--- config.mk ---
export PLATFORM = sky130hd
export DESIGN_NAME = pipeline_hazard_fwd
export DESIGN_NICKNAME = d
export VERILOG_FILES = /design/src/rtl/pipeline_hazard_fwd.sv
export SDC_FILE = /design/constraint.sdc
export NUM_CORES = 1
export LEC_CHECK = 0
export CORE_MARGIN = 3
export CORE_UTILIZATION = 42
export DETAILED_ROUTE_END_ITERATION = 8
export GPL_TIMING_DRIVEN = 0
export PLACE_DENSITY = 0.88
export SKIP_LAST_GASP = 1
export SYNTH_ARGS = -nofsm -noshare
export SYNTH_HDL_FRONTEND = slang
export SYNTH_SLANG_ARGS = --single-unit
--- constraint.sdc ---
create_clock -name clk -period 3.8 [get_ports clk]
set_input_delay 0.76 -clock clk [delete_from_list [all_inputs] [get_ports clk]]
set_output_delay 0.76 -clock clk [all_outputs]
set_load 0.005 [all_outputs]
--- src/rtl/pipeline_hazard_fwd.sv ---
// Hazard detection and operand forwarding unit for the pipelined 16-bit core.
// A small shift-register scoreboard tracks the destination of every in-flight
// producer (slot 0 = youngest). Each issued instruction's two source operands
// are resolved against it with youngest-producer priority. Loads that have not
// yet reached the slot where their data becomes valid cause a stall. Each stall
// injects a bubble into slot 0.
module pipeline_hazard_fwd #(
    parameter int DATA_W     = 16,
    parameter int REGN_W     = 3,
    parameter int DEPTH      = 3,
    parameter int LOAD_READY = 2,
    parameter int CNT_W      = 16
) (
    input  logic                    clk,
    input  logic                    rst,
    input  logic                    issue_valid,
    input  logic                    issue_write,
    input  logic [REGN_W-1:0]       issue_wnum,
    input  logic                    issue_load,
    input  logic [1:0]              src_use,
    input  logic [REGN_W-1:0]       src_a_num,
    input  logic [REGN_W-1:0]       src_b_num,
    input  logic [DATA_W-1:0]       rf_a_data,
    input  logic [DATA_W-1:0]       rf_b_data,
    input  logic [DEPTH*DATA_W-1:0] stage_result,
    input  logic [DEPTH-1:0]        flush_mask,
    input  logic                    flush_issue,
    input  logic                    hold,
    output logic [DATA_W-1:0]       fwd_a_data,
    output logic [DATA_W-1:0]       fwd_b_data,
    output logic                    fwd_a_hit,
    output logic                    fwd_b_hit,
    output logic                    stall,
    output logic [DEPTH-1:0]        slot_valid,
    output logic [CNT_W-1:0]        stall_cnt
);

    localparam int IDX_W = (DEPTH > 1) ? $clog2(DEPTH) : 1;

    logic [DEPTH-1:0]  s_valid;
    logic [DEPTH-1:0]  s_write;
    logic [DEPTH-1:0]  s_load;
    logic [REGN_W-1:0] s_wnum [DEPTH];

    logic              a_found;
    logic              b_found;
    logic [IDX_W-1:0]  a_idx;
    logic [IDX_W-1:0]  b_idx;
    logic              a_not_ready;
    logic              b_not_ready;
    logic              take_issue;

    // Find the youngest matching producer for each operand. The scan runs
    // oldest to youngest so the lowest matching index is the one that sticks.
    always_comb begin
        a_found = 1'b0;
        a_idx   = '0;
        b_found = 1'b0;
        b_idx   = '0;
        for (int k = DEPTH - 1; k >= 0; k--) begin
            if (s_valid[k] && s_write[k] && (s_wnum[k] == src_a_num)) begin
                a_found = 1'b1;
                a_idx   = IDX_W'(k);
            end
            if (s_valid[k] && s_write[k] && (s_wnum[k] == src_b_num)) begin
                b_found = 1'b1;
                b_idx   = IDX_W'(k);
            end
        end
    end

    assign fwd_a_hit   = src_use[0] & a_found;
    assign fwd_b_hit   = src_use[1] & b_found;
    assign fwd_a_data  = fwd_a_hit ? stage_result[int'(a_idx)*DATA_W +: DATA_W] : rf_a_data;
    assign fwd_b_data  = fwd_b_hit ? stage_result[int'(b_idx)*DATA_W +: DATA_W] : rf_b_data;

    // A load's data is only on stage_result from slot LOAD_READY onward.
    assign a_not_ready = fwd_a_hit & s_load[a_idx] & (int'(a_idx) < LOAD_READY);
    assign b_not_ready = fwd_b_hit & s_load[b_idx] & (int'(b_idx) < LOAD_READY);

    assign stall       = issue_valid & ~flush_issue & (a_not_ready | b_not_ready);
    assign take_issue  = issue_valid & ~stall & ~flush_issue;
    assign slot_valid  = s_valid & s_write;

    // Advance the scoreboard, or freeze it under hold. In both cases a flushed
    // slot is killed so its entry never shows up anywhere after the edge.
    always_ff @(posedge clk or negedge rst) begin
        if (!rst) begin
            s_valid <= '0;
            s_write <= '0;
            s_load  <= '0;
            for (int k = 0; k < DEPTH; k++) begin
                s_wnum[k] <= '0;
            end
        end else if (hold) begin
            for (int k = 0; k < DEPTH; k++) begin
                if (flush_mask[k]) begin
                    s_valid[k] <= 1'b0;
                    s_write[k] <= 1'b0;
                    s_load[k]  <= 1'b0;
                end
            end
        end else begin
            s_valid[0] <= take_issue;
            s_write[0] <= take_issue & issue_write;
            s_load[0]  <= take_issue & issue_load;
            s_wnum[0]  <= take_issue ? issue_wnum : '0;
            for (int k = 1; k < DEPTH; k++) begin
                s_valid[k] <= s_valid[k-1] & ~flush_mask[k-1];
                s_write[k] <= s_write[k-1] & ~flush_mask[k-1];
                s_load[k]  <= s_load[k-1] & ~flush_mask[k-1];
                s_wnum[k]  <= s_wnum[k-1];
            end
        end
    end

    // Count stalled cycles, holding at all-ones once it gets there.
    always_ff @(posedge clk or negedge rst) begin
        if (!rst) begin
            stall_cnt <= '0;
        end else if (stall && (stall_cnt != {CNT_W{1'b1}})) begin
            stall_cnt <= stall_cnt + 1'b1;
        end
    end

endmodule

==> out/results.tsv, run 1 <==
stage	metric	value	unit
timing	fmax	0.2718	GHz
cts	CTS clock-pin slew for the worst setup and hold paths	0.07	ns
placed_design	placed cells	535	
cts	H-tree levels	2	
route	first-pass iteration count of the detailed router	4	
global_routing	first-pass GRT wire length	15.84	mm
cts	hold-fix buffer count after cts	0	
route	WL final	10.39	mm
yosys	prevailing post-synth register cell	dfrtp_1	
yosys	Seq/Total Area, Yosys	29.88	%
timing	final worst slack	0.1212	ns
layout	fin cells	549	
yosys	Syn Nets	408	
floorplan	area of the die	7590	um2
timing	final period utilization	96.81	%
floorplan	die height	87.12	um
yosys	Synth area leaders	dfrtp_1 30%, mux2i_1 12%, a21o_1 9.0%	
placed_design	pre-CTS setup slack	-0.4206	ns
cts	CTS Buf Count	5	
yosys	Yosys warning count	0	
route	vias per cell	5.781	
hold_path	hold crit path type	flip-flop to flip-flop	
power_and_ir_drop	P_sw	224.8	uW
yosys	Mapped Area	2764	um2
layout	layout cells sized above 1	14.98	%
timing	Period minus WS final	3.679	ns
layout	Area Overhead vs Synth	69.44	%
floorplan	I/O pins	155	
timing	final hold vios	0	
floorplan	FP Rows	28	
layout	NumNets Final	575	
placed_design	placed cell area	4394	um2
floorplan	area of the core	6131	um2
cts	maximum clock path buffer count	2	
power_and_ir_drop	Clock Power Share	35.9	%
yosys	Synth top area share	29.88	%
yosys	post-synthesis register bit count	33	
global_routing	Remaining Overflow, GRT	0	
global_routing	GRT Util Overall	26.27	%
timing	final setup vio count	0	
timing	Worst Max-Slew Pin Slew	0.7249	ns
placed_design	Post-DP HPWL	7.911	mm
setup_path	Required @ worst endpoint	3.04	ns
global_routing	largest net degree at the start of global routing	34	
floorplan	Die W	87.12	um
cts	Num Clock Sinks	33	
cts	worst skew pair latency	0.29	ns
status	status	finished clean	
yosys	Gate Count Post-Synth	306	
floorplan	Starting Density	45.08	%
route	vias after detailed routing	3174	
timing	relative slew slack	51.67	%
power_and_ir_drop	Seq pwr share	38.9	%
setup_path	worst setup path category	input pin to output port	
route	# DRC	0	
power_and_ir_drop	P_int	735.4	uW
flow_run	max-cap violations	0	
timing	RSZ-0062 raised after global routing	no	
layout	commonest non-fill, non-tap cell in the layout	clkdlybuf4s50_1	
yosys	Post-synth EDFFs	0	
power_and_ir_drop	Leak Pwr	0.001989	uW
yosys	dominant cell type by area after synthesis	dfrtp_1	
power_and_ir_drop	Comb power frac	25.1	%
placed_design	PortBufs	154	
yosys	async set or reset register ratio after synthesis	100.0	%
cts	TritonCTS clock tree	built	
yosys	synth unique cells	34	
layout	final std cell area, no fill	4683	um2
layout	Inserted Diodes	0	
cts	Root Driver	clkbuf_8	
route	DRT iter0 DRCs	107	
setup_path	Setup crit end kind	output port	
route	Antenna Nets Post-Route	0	
power_and_ir_drop	PwrDens	205.0	nW/um2
setup_path	Crit path arrival time	2.92	ns
setup_path	crit-path max FO	10	
setup_path	startpoint types	input pin	
layout	most frequent cells in the layout	147 x clkdlybuf4s50_1, 35 x nor2_1, 33 x a21o_1, 33 x dfrtp_1, 31 x mux2i_1	
route	Routed WL per cell	18.93	um
power_and_ir_drop	maximum vdd drop	0.2966	mV
yosys	syn_area_per_cell	9.032	um2
power_and_ir_drop	sw frac	23.41	%
global_routing	initial antenna violation count	0	
timing	Slew Limit Fails	0	
timing	Final Skew	0.008754	ns
global_routing	vias in the first global route	3283	
placed_design	Routability Congestion	0.8568	
## layout make-up
type	instances	area, um2
clock buffer	6	82.58
inverter	9	33.78
timing repair buffer	160	1551
sequential	33	825.8
multi-input combinational	244	1931
fill	415	1448
clock inverter	2	37.54
tap	75	93.84
buffer	20	127.6
## synthesized netlist by cell type, drive strengths merged, types with 2 or more instances
cell,instances
nor2,35
xor2,6
dfrtp,33
buf,7
a21o,33
nor4,2
nor2b,4
a211oi,32
o22ai,2
a22o,5
nand3,10
and3,6
nand4,13
clkbuf,13
mux2i,32
mux2,10
a32o,3
o21ai,3
and2,3
nand4b,2
nand2,11
inv,9
o32ai,2
xnor2,26
## sequential cells by signal, indices dropped and copies added (netlist names)
name,count
s_write,3
s_valid,3
s_wnum,9
s_load,2
stall_cnt,16
## path summary, 6_finish.rpt
check / startpoint / to / slack (ns) / cells after the start
worst max register to register: s_wnum[6]$_DFFE_PN0N_ / stall_cnt[1]$_DFFE_PN0P_ / 1.35 / 9
worst min-delay path: stall_cnt[13]$_DFFE_PN0P_ / stall_cnt[13]$_DFFE_PN0P_ / 0.50 / 1
min in group asynchronous: rst / s_write[1]$_DFFE_PN0P_ / 0.52 / 1
max in group asynchronous: rst / stall_cnt[13]$_DFFE_PN0P_ / 2.81 / 1
worst min register to register: stall_cnt[13]$_DFFE_PN0P_ / stall_cnt[13]$_DFFE_PN0P_ / 0.50 / 1
worst max-delay path: src_b_num[0] / fwd_b_data[12] / 0.12 / 10
## worst max-delay path, stage by stage
cell	delay [ns]
clkbuf_2	0.14
xnor2_1	0.18
nand4_1	0.26
nor2b_1	0.22
buf_4	0.18
buf_6	0.17
mux2i_1	0.14
a211oi_2	0.27
a21o_1	0.11
clkdlybuf4s50_1	0.49
## timing repair
| item | CTS | global route |
|---|---|---|
| pin swaps | 2 | 10 |
| setup endpoints to repair | 35 | 33 |
| setup buffers | 2 | 4 |
| gates resized for setup | 29 | 30 |
## metal layers
layer	vias up	routed length, um	track usage [%]
li1	1468	-	-
met1	1528	3953	30.34
met2	156	5377	48.65
met3	22	819	4.825
met4	0	240	8.229
met5	-	0	0
## power groups by stage
stage | combinational [uW] | clock [uW] | sequential [uW]
final | 241 | 345 | 374
after global routing | 257 | 366 | 375
after CTS | 236 | 350 | 373
after detailed placement | 232 | 0 | 378
after global placement | 226 | 0 | 378
after floorplan | 65.6 | 0 | 376
## metrics by stage
| stage | TNS [ns] | utilization, % | power [uW] | hold WS [ns] |
|---|---|---|---|---|
| after floorplan | 0 | - | 441.5 | 0.4640 |
| after global placement | -8.665 | 71.76 | 603.5 | 0.4919 |
| after detailed placement | -10.51 | 71.67 | 610.3 | 0.4845 |
| after CTS | 0 | 74.98 | 958.7 | 0.5069 |
| after global routing | 0 | 76.39 | 998.2 | 0.5239 |
| final | 0 | 76.39 | 960.1 | 0.5022 |
## cell families (layout without fill, tap and decap cells)
group	count (synthesis)	count (layout)	synth area share (%)
XOR/XNOR	32	32	10.14
adder cells (fa/ha/maj)	1	1	0.4526
AO/OA/AOI/OAI	81	81	22.77
AND/OR/NAND/NOR	88	88	15.80
buffers and inverters	29	197	5.025
flip-flops	33	33	29.88
multiplexers	42	42	15.94
Power figures use the tool's default switching activity.
==> run 2: changes to the inputs <==
Settings changed: CELL_PAD_IN_SITES_DETAIL_PLACEMENT from default to 1, CELL_PAD_IN_SITES_GLOBAL_PLACEMENT from default to 1, CORE_UTILIZATION 42 to 30, PLACE_DENSITY 0.88 to 0.89.
==> run 2 against run 1 <==
Net effect: routed wire length grew 18%; clock power grew 19%; clock skew grew 0.0016 ns; critical path depth shrank 1; non-clock buffer count grew 4; combinational power grew 5%; global-route usage shrank 3.9 points; first-iteration DRC count shrank 47%; cell area grew 3.2%; sequential cell count is the same.
==> out/results.tsv, run 2 (synthesized netlist as in run 1, its figures left out) <==
stage	metric	value	unit
floorplan	area of the core	8848	um2
floorplan	Starting Density	31.24	%
floorplan	I/O pins	155	
floorplan	area of the die	10400	um2
cts	maximum clock path buffer count	2	
setup_path	Worst path slowest cell	clkdlybuf4s50_1	
global_routing	largest net degree at the start of global routing	34	
cts	Num Clock Sinks	33	
route	vias after detailed routing	3198	
cts	hold-fix buffer count after cts	0	
global_routing	GR Util met1	25.99	%
setup_path	Critical Path Start	src_a_num[1]	
cts	H-tree levels	2	
timing	Slew Limit Fails	0	
layout	fin cells	586	
global_routing	layer carrying the most global-route usage	met2	
timing	relative slew slack	50.17	%
cts	CTS Buf Count	5	
setup_path	Required @ worst endpoint	3.04	ns
setup_path	crit-path most repeated cell	buf_4	
layout	# fillers	1014	
status	status	finished clean	
timing	Final Skew	0.01034	ns
global_routing	Remaining Overflow, GRT	0	
timing	Worst Max-Slew Pin Slew	0.7475	ns
layout	layout cells sized above 1	17.15	%
timing	Setup TNS	0	ns
setup_path	crit-path max FO	10	
hold_path	hold crit path type	input pin to async pin	
route	Routed WL per cell	20.87	um
cts	Root Driver	clkbuf_8	
cts	worst skew pair latency	0.30	ns
route	DRT iter0 DRCs	57	
timing	final setup vio count	0	
setup_path	critical-path cell list	clkdlybuf4s15_2, xnor2_2, nand4_1, buf_4, buf_4, mux2_2, o22ai_4, buf_6, clkdlybuf4s50_1	
global_routing	met2 usage	42.38	%
timing	final period utilization	98.27	%
setup_path	R2R Path Start	s_wnum[7]$_DFFE_PN0N_	
flow_run	max-cap violations	0	
global_routing	vias in the first global route	3402	
cts	CTS clock-pin slew for the worst setup and hold paths	0.08	ns
timing	fmax	0.2678	GHz
setup_path	Crit path arrival time	2.97	ns
setup_path	slowest stage delay, CP	0.51	ns
global_routing	met3 Use GR	3.413	%
route	vias per cell	5.457	
global_routing	GRT Util Overall	22.38	%
global_routing	initial antenna violation count	0	
setup_path	Setup crit end kind	output port	
layout	Area Overhead vs Synth	74.92	%
layout	commonest non-fill, non-tap cell in the layout	clkdlybuf4s50_1	
timing	final hold vios	0	
placed_design	Post-DP HPWL	9.162	mm
timing	Period minus WS final	3.734	ns
setup_path	worst setup path category	input pin to output port	
cts	TritonCTS clock tree	built	
floorplan	Die W	102.0	um
power_and_ir_drop	PwrDens	215.1	nW/um2
power_and_ir_drop	Leak Pwr	0.002047	uW
power_and_ir_drop	maximum vdd drop	0.2462	mV
route	first-pass iteration count of the detailed router	4	
route	Antenna Nets Post-Route	0	
layout	Inserted Diodes	0	
placed_design	Routability Congestion	0.8340	
floorplan	die height	102.0	um
route	WL final	12.23	mm
placed_design	PortBufs	154	
layout	Largest register FFs	16	
route	# DRC	0	
global_routing	first-pass GRT wire length	18.20	mm
layout	Top reg by flops	stall_cnt	
placed_design	placed cells	568	
layout	most frequent cells in the layout	147 x clkdlybuf4s50_1, 35 x nor2_1, 33 x a21o_1, 33 x dfrtp_1, 31 x mux2i_1	
setup_path	startpoint types	input pin	
layout	NumNets Final	579	
layout	Largest regs	stall_cnt x16, s_wnum x9	
floorplan	FP Rows	34	
run 2: layout make-up:
type | instances | area [um2] | area share [%]
Multi-Input combinational cell | 244 | 1973 | 40.81
Timing Repair Buffer | 164 | 1588 | 32.84
Sequential cell | 33 | 825.8 | 17.08
Buffer | 20 | 141.4 | 2.924
Tap cell | 108 | 135.1 | 2.795
Clock buffer | 5 | 68.82 | 1.423
Clock inverter | 3 | 68.82 | 1.423
Inverter | 9 | 33.78 | 0.6988
run 2: per-layer routing:
| metal | up-vias | wire length (um) |
|---|---|---|
| li1 | 1477 | - |
| met1 | 1562 | 4746 |
| met2 | 143 | 6506 |
| met3 | 16 | 766 |
| met4 | 0 | 210 |
| met5 | - | 0 |
run 2: path summary, 6_finish.rpt:
check	endpoint	slack [ns]	cells after the start
setup / recovery	stall	0.07	9
setup reg to reg	stall_cnt[9]$_DFFE_PN0P_	1.39	9
min in group clk	stall_cnt[11]$_DFFE_PN0P_	0.52	1
hold reg to reg	stall_cnt[11]$_DFFE_PN0P_	0.52	1
hold / removal	s_load[0]$_DFFE_PN0P_	0.52	1
max in group asynchronous	stall_cnt[14]$_DFFE_PN0P_	2.80	1
run 2: timing repair:
action / 4_1_cts / 5_1_grt
gates cloned: 0 / 0
endpoints found under the setup margin: 35 / 34
pin swaps: 8 / 9
resized for setup: 44 / 29
setup buffers: 3 / 7
run 2: worst max-delay path, delay by kind of cell:
family / cells / cell delay (ns)
multiplexers: 1 / 0.30
XOR/XNOR: 1 / 0.19
AND/OR/NAND/NOR: 1 / 0.19
AO/OA/AOI/OAI: 1 / 0.25
buffers and inverters: 5 / 1.29
run 2: metrics by stage:
step | util, % | instance area, um2 | setup WS, ns | hold WS (ns) | total power, uW
floorplan | - | 2764 | 1.066 | 0.4640 | 441.5
global placement | 50.18 | 4441 | -0.4318 | 0.4762 | 605.3
detailed placement | 50.13 | 4436 | -0.4902 | 0.5081 | 614.6
CTS | 53.31 | 4717 | 0.005102 | 0.5232 | 1035
global route | 54.64 | 4835 | -0.05158 | 0.5455 | 1079
finish | 54.64 | 4835 | 0.06571 | 0.5203 | 1040
run 2: power by group:
group	leakage [uW]	switching, uW	internal (uW)
Clock	0.0000687	147	264
Sequential	0.000455	14.9	361
Combinational	0.00152	86.4	167
==> run 3: changes to the inputs <==
Settings changed: CAP_MARGIN from default to 10, CELL_PAD_IN_SITES_DETAIL_PLACEMENT 1 to 0.
==> run 3 against run 2 <==
Net effect: final cell count fell by 1.0%; register-to-register slack better by 0.08 ns; routed wire length is 13% lower; clock-buffer cell count is 1 higher; setup slack better by 0.10 ns; clock power decreased by 17%; cell area decreased by 2.7%; sequential share of layout area increased by 0.48 points; largest power group is now sequential cells.
==> out/results.tsv, run 3 (synthesized netlist as in run 1, its figures left out) <==
stage	metric	value	unit
route	DRT iter0 DRCs	53	
setup_path	reg-to-reg endpoint	stall_cnt[15]$_DFFE_PN0P_	
power_and_ir_drop	PwrDens	203.3	nW/um2
placed_design	PortBufs	154	
setup_path	Critical Path Start	src_a_num[0]	
timing	Hold WS	0.4957	ns
layout	# fillers	844	
timing	relative slew slack	51.04	%
setup_path	startpoint types	input pin	
timing	Worst Max-Slew Pin Slew	0.7344	ns
cts	TritonCTS clock tree	built	
power_and_ir_drop	maximum vdd drop	0.2183	mV
timing	final period utilization	95.53	%
timing	Final Skew	0.004838	ns
cts	maximum clock path buffer count	2	
layout	Largest register FFs	16	
setup_path	critical-path cell list	clkbuf_2, xnor2_1, nand4_1, buf_4, buf_4, mux2_2, o22ai_4, buf_6, clkdlybuf4s50_1	
cts	CTS clock-pin slew for the worst setup and hold paths	0.07	ns
cts	Root Driver	clkbuf_8	
setup_path	crit-path most repeated cell	buf_4	
layout	Top reg by flops	stall_cnt	
layout	Largest regs	stall_cnt x16, s_wnum x9	
hold_path	hold wc startpoint	stall_cnt[9]$_DFFE_PN0P_	
cts	worst skew pair latency	0.28	ns
placed_design	Post-DP HPWL	8.113	mm
cts	Num Clock Sinks	33	
setup_path	Setup crit end kind	output port	
status	status	finished clean	
setup_path	Required @ worst endpoint	3.04	ns
timing	Setup TNS	0	ns
power_and_ir_drop	Leak Pwr	0.001967	uW
route	vias after detailed routing	3114	
global_routing	GRT Util Overall	19.29	%
floorplan	I/O pins	155	
layout	most frequent cells in the layout	147 x clkdlybuf4s50_1, 35 x nor2_1, 33 x a21o_1, 33 x dfrtp_1, 32 x mux2i_1	
floorplan	area of the die	10400	um2
setup_path	R2R depth	8	
setup_path	Worst path slowest cell	clkdlybuf4s50_1	
layout	NumNets Final	573	
floorplan	FP Rows	34	
global_routing	largest net degree at the start of global routing	34	
timing	Slew Limit Fails	0	
hold_path	hold crit path type	flip-flop to flip-flop	
route	# DRC	0	
layout	commonest non-fill, non-tap cell in the layout	clkdlybuf4s50_1	
route	WL final	10.61	mm
cts	H-tree levels	2	
global_routing	first-pass GRT wire length	16.08	mm
global_routing	vias in the first global route	3175	
floorplan	Starting Density	31.24	%
layout	Sequential Area	825.8	um2
layout	Inserted Diodes	0	
timing	Period minus WS final	3.630	ns
floorplan	die height	102.0	um
setup_path	r2r setup slk	1.47	ns
floorplan	area of the core	8848	um2
layout	area of the multi-input gates	1928	um2
placed_design	Routability Congestion	0.8340	
timing	final worst slack	0.1699	ns
timing	fmax	0.2755	GHz
timing	RSZ-0062 raised after global routing	no	
flow_run	max-cap violations	0	
floorplan	Die W	102.0	um
cts	hold-fix buffer count after cts	0	
layout	layout cells sized above 1	14.83	%
setup_path	crit-path max FO	10	
route	Routed WL per cell	18.29	um
placed_design	placed cells	568	
setup_path	Crit path arrival time	2.87	ns
global_routing	Remaining Overflow, GRT	0	
timing	final setup vio count	0	
layout	Area Overhead vs Synth	70.12	%
global_routing	initial antenna violation count	0	
route	first-pass iteration count of the detailed router	4	
cts	CTS Buf Count	5	
hold_path	Hold Path End	stall_cnt[9]$_DFFE_PN0P_	
timing	final hold vios	0	
setup_path	worst setup path category	input pin to output port	
setup_path	slowest stage delay, CP	0.51	ns
layout	fin cells	580	
route	vias per cell	5.369	
placed_design	pre-CTS setup slack	-0.4203	ns
setup_path	R2R Path Start	s_wnum[6]$_DFFE_PN0N_	
route	Antenna Nets Post-Route	0	
hold_path	Min-Delay Path Depth	1	
run 3: changes by cell type in the layout (fill, tap and decap cells not counted), sizes merged:
cell,previous run,this run
inv,10,9
clkinvlp,0,1
buf,21,19
bufinv,2,1
clkbuf,20,18
clkdlybuf4s15,1,0
run 3: area by class of cell:
class,count,share of cell area (%)
Timing Repair Buffer,158,32.68
Sequential cell,33,17.56
Multi-Input combinational cell,244,41.01
Clock buffer,6,1.756
Buffer,20,2.608
Tap cell,108,2.874
Clock inverter,2,0.7983
Inverter,9,0.7185
run 3: how the worst max path moves through the flow:
| stage | slack, ns | depth (start not counted) | end |
|---|---|---|---|
| after floorplan | 1.07 | 8 | fwd_b_data[10] |
| after global placement | -0.43 | 9 | fwd_b_data[13] |
| after detailed placement | -0.42 | 9 | fwd_b_data[13] |
| after CTS | 0.002 | 10 | fwd_a_data[9] |
| after global routing | 0.002 | 10 | fwd_a_data[9] |
| final | 0.17 | 9 | stall |
run 3: power breakdown:
group / switching, uW / internal, uW
logic: 78.8 / 161
clock network: 129 / 213
registers: 13.0 / 361
run 3: critical path, delay by kind of cell:
kind                   cells  cell delay, ns
buffers and inverters      5            1.16
multiplexers               1            0.30
AND/OR/NAND/NOR            1            0.24
AO/OA/AOI/OAI              1            0.24
XOR/XNOR                   1            0.17
run 3: metal layers:
layer | global-route usage [%] | up-vias | routed length, um | part of all wire, %
li1 | - | 1461 | - | -
met1 | 23.71 | 1494 | 4356 | 41
met2 | 35.18 | 145 | 5339 | 50
met3 | 3.072 | 14 | 765 | 7.2
met4 | 4.642 | 0 | 146 | 1.4
met5 | 0 | - | 0 | 0
run 3: per-stage QoR:
step	power (uW)	utilization, %	cell area, um2
floorplan	441.5	-	2764
global route	1003	53.14	4702
global placement	605.3	50.18	4441
CTS	960.3	52.05	4606
detailed placement	610.4	50.13	4436
finish	956.1	53.14	4702
run 3: timing repair:
action	4_1_cts	5_1_grt
pin swaps	2	11
buffers inserted	1	3
setup endpoints to repair	35	33
gates resized for setup	24	38
gates cloned	0	0
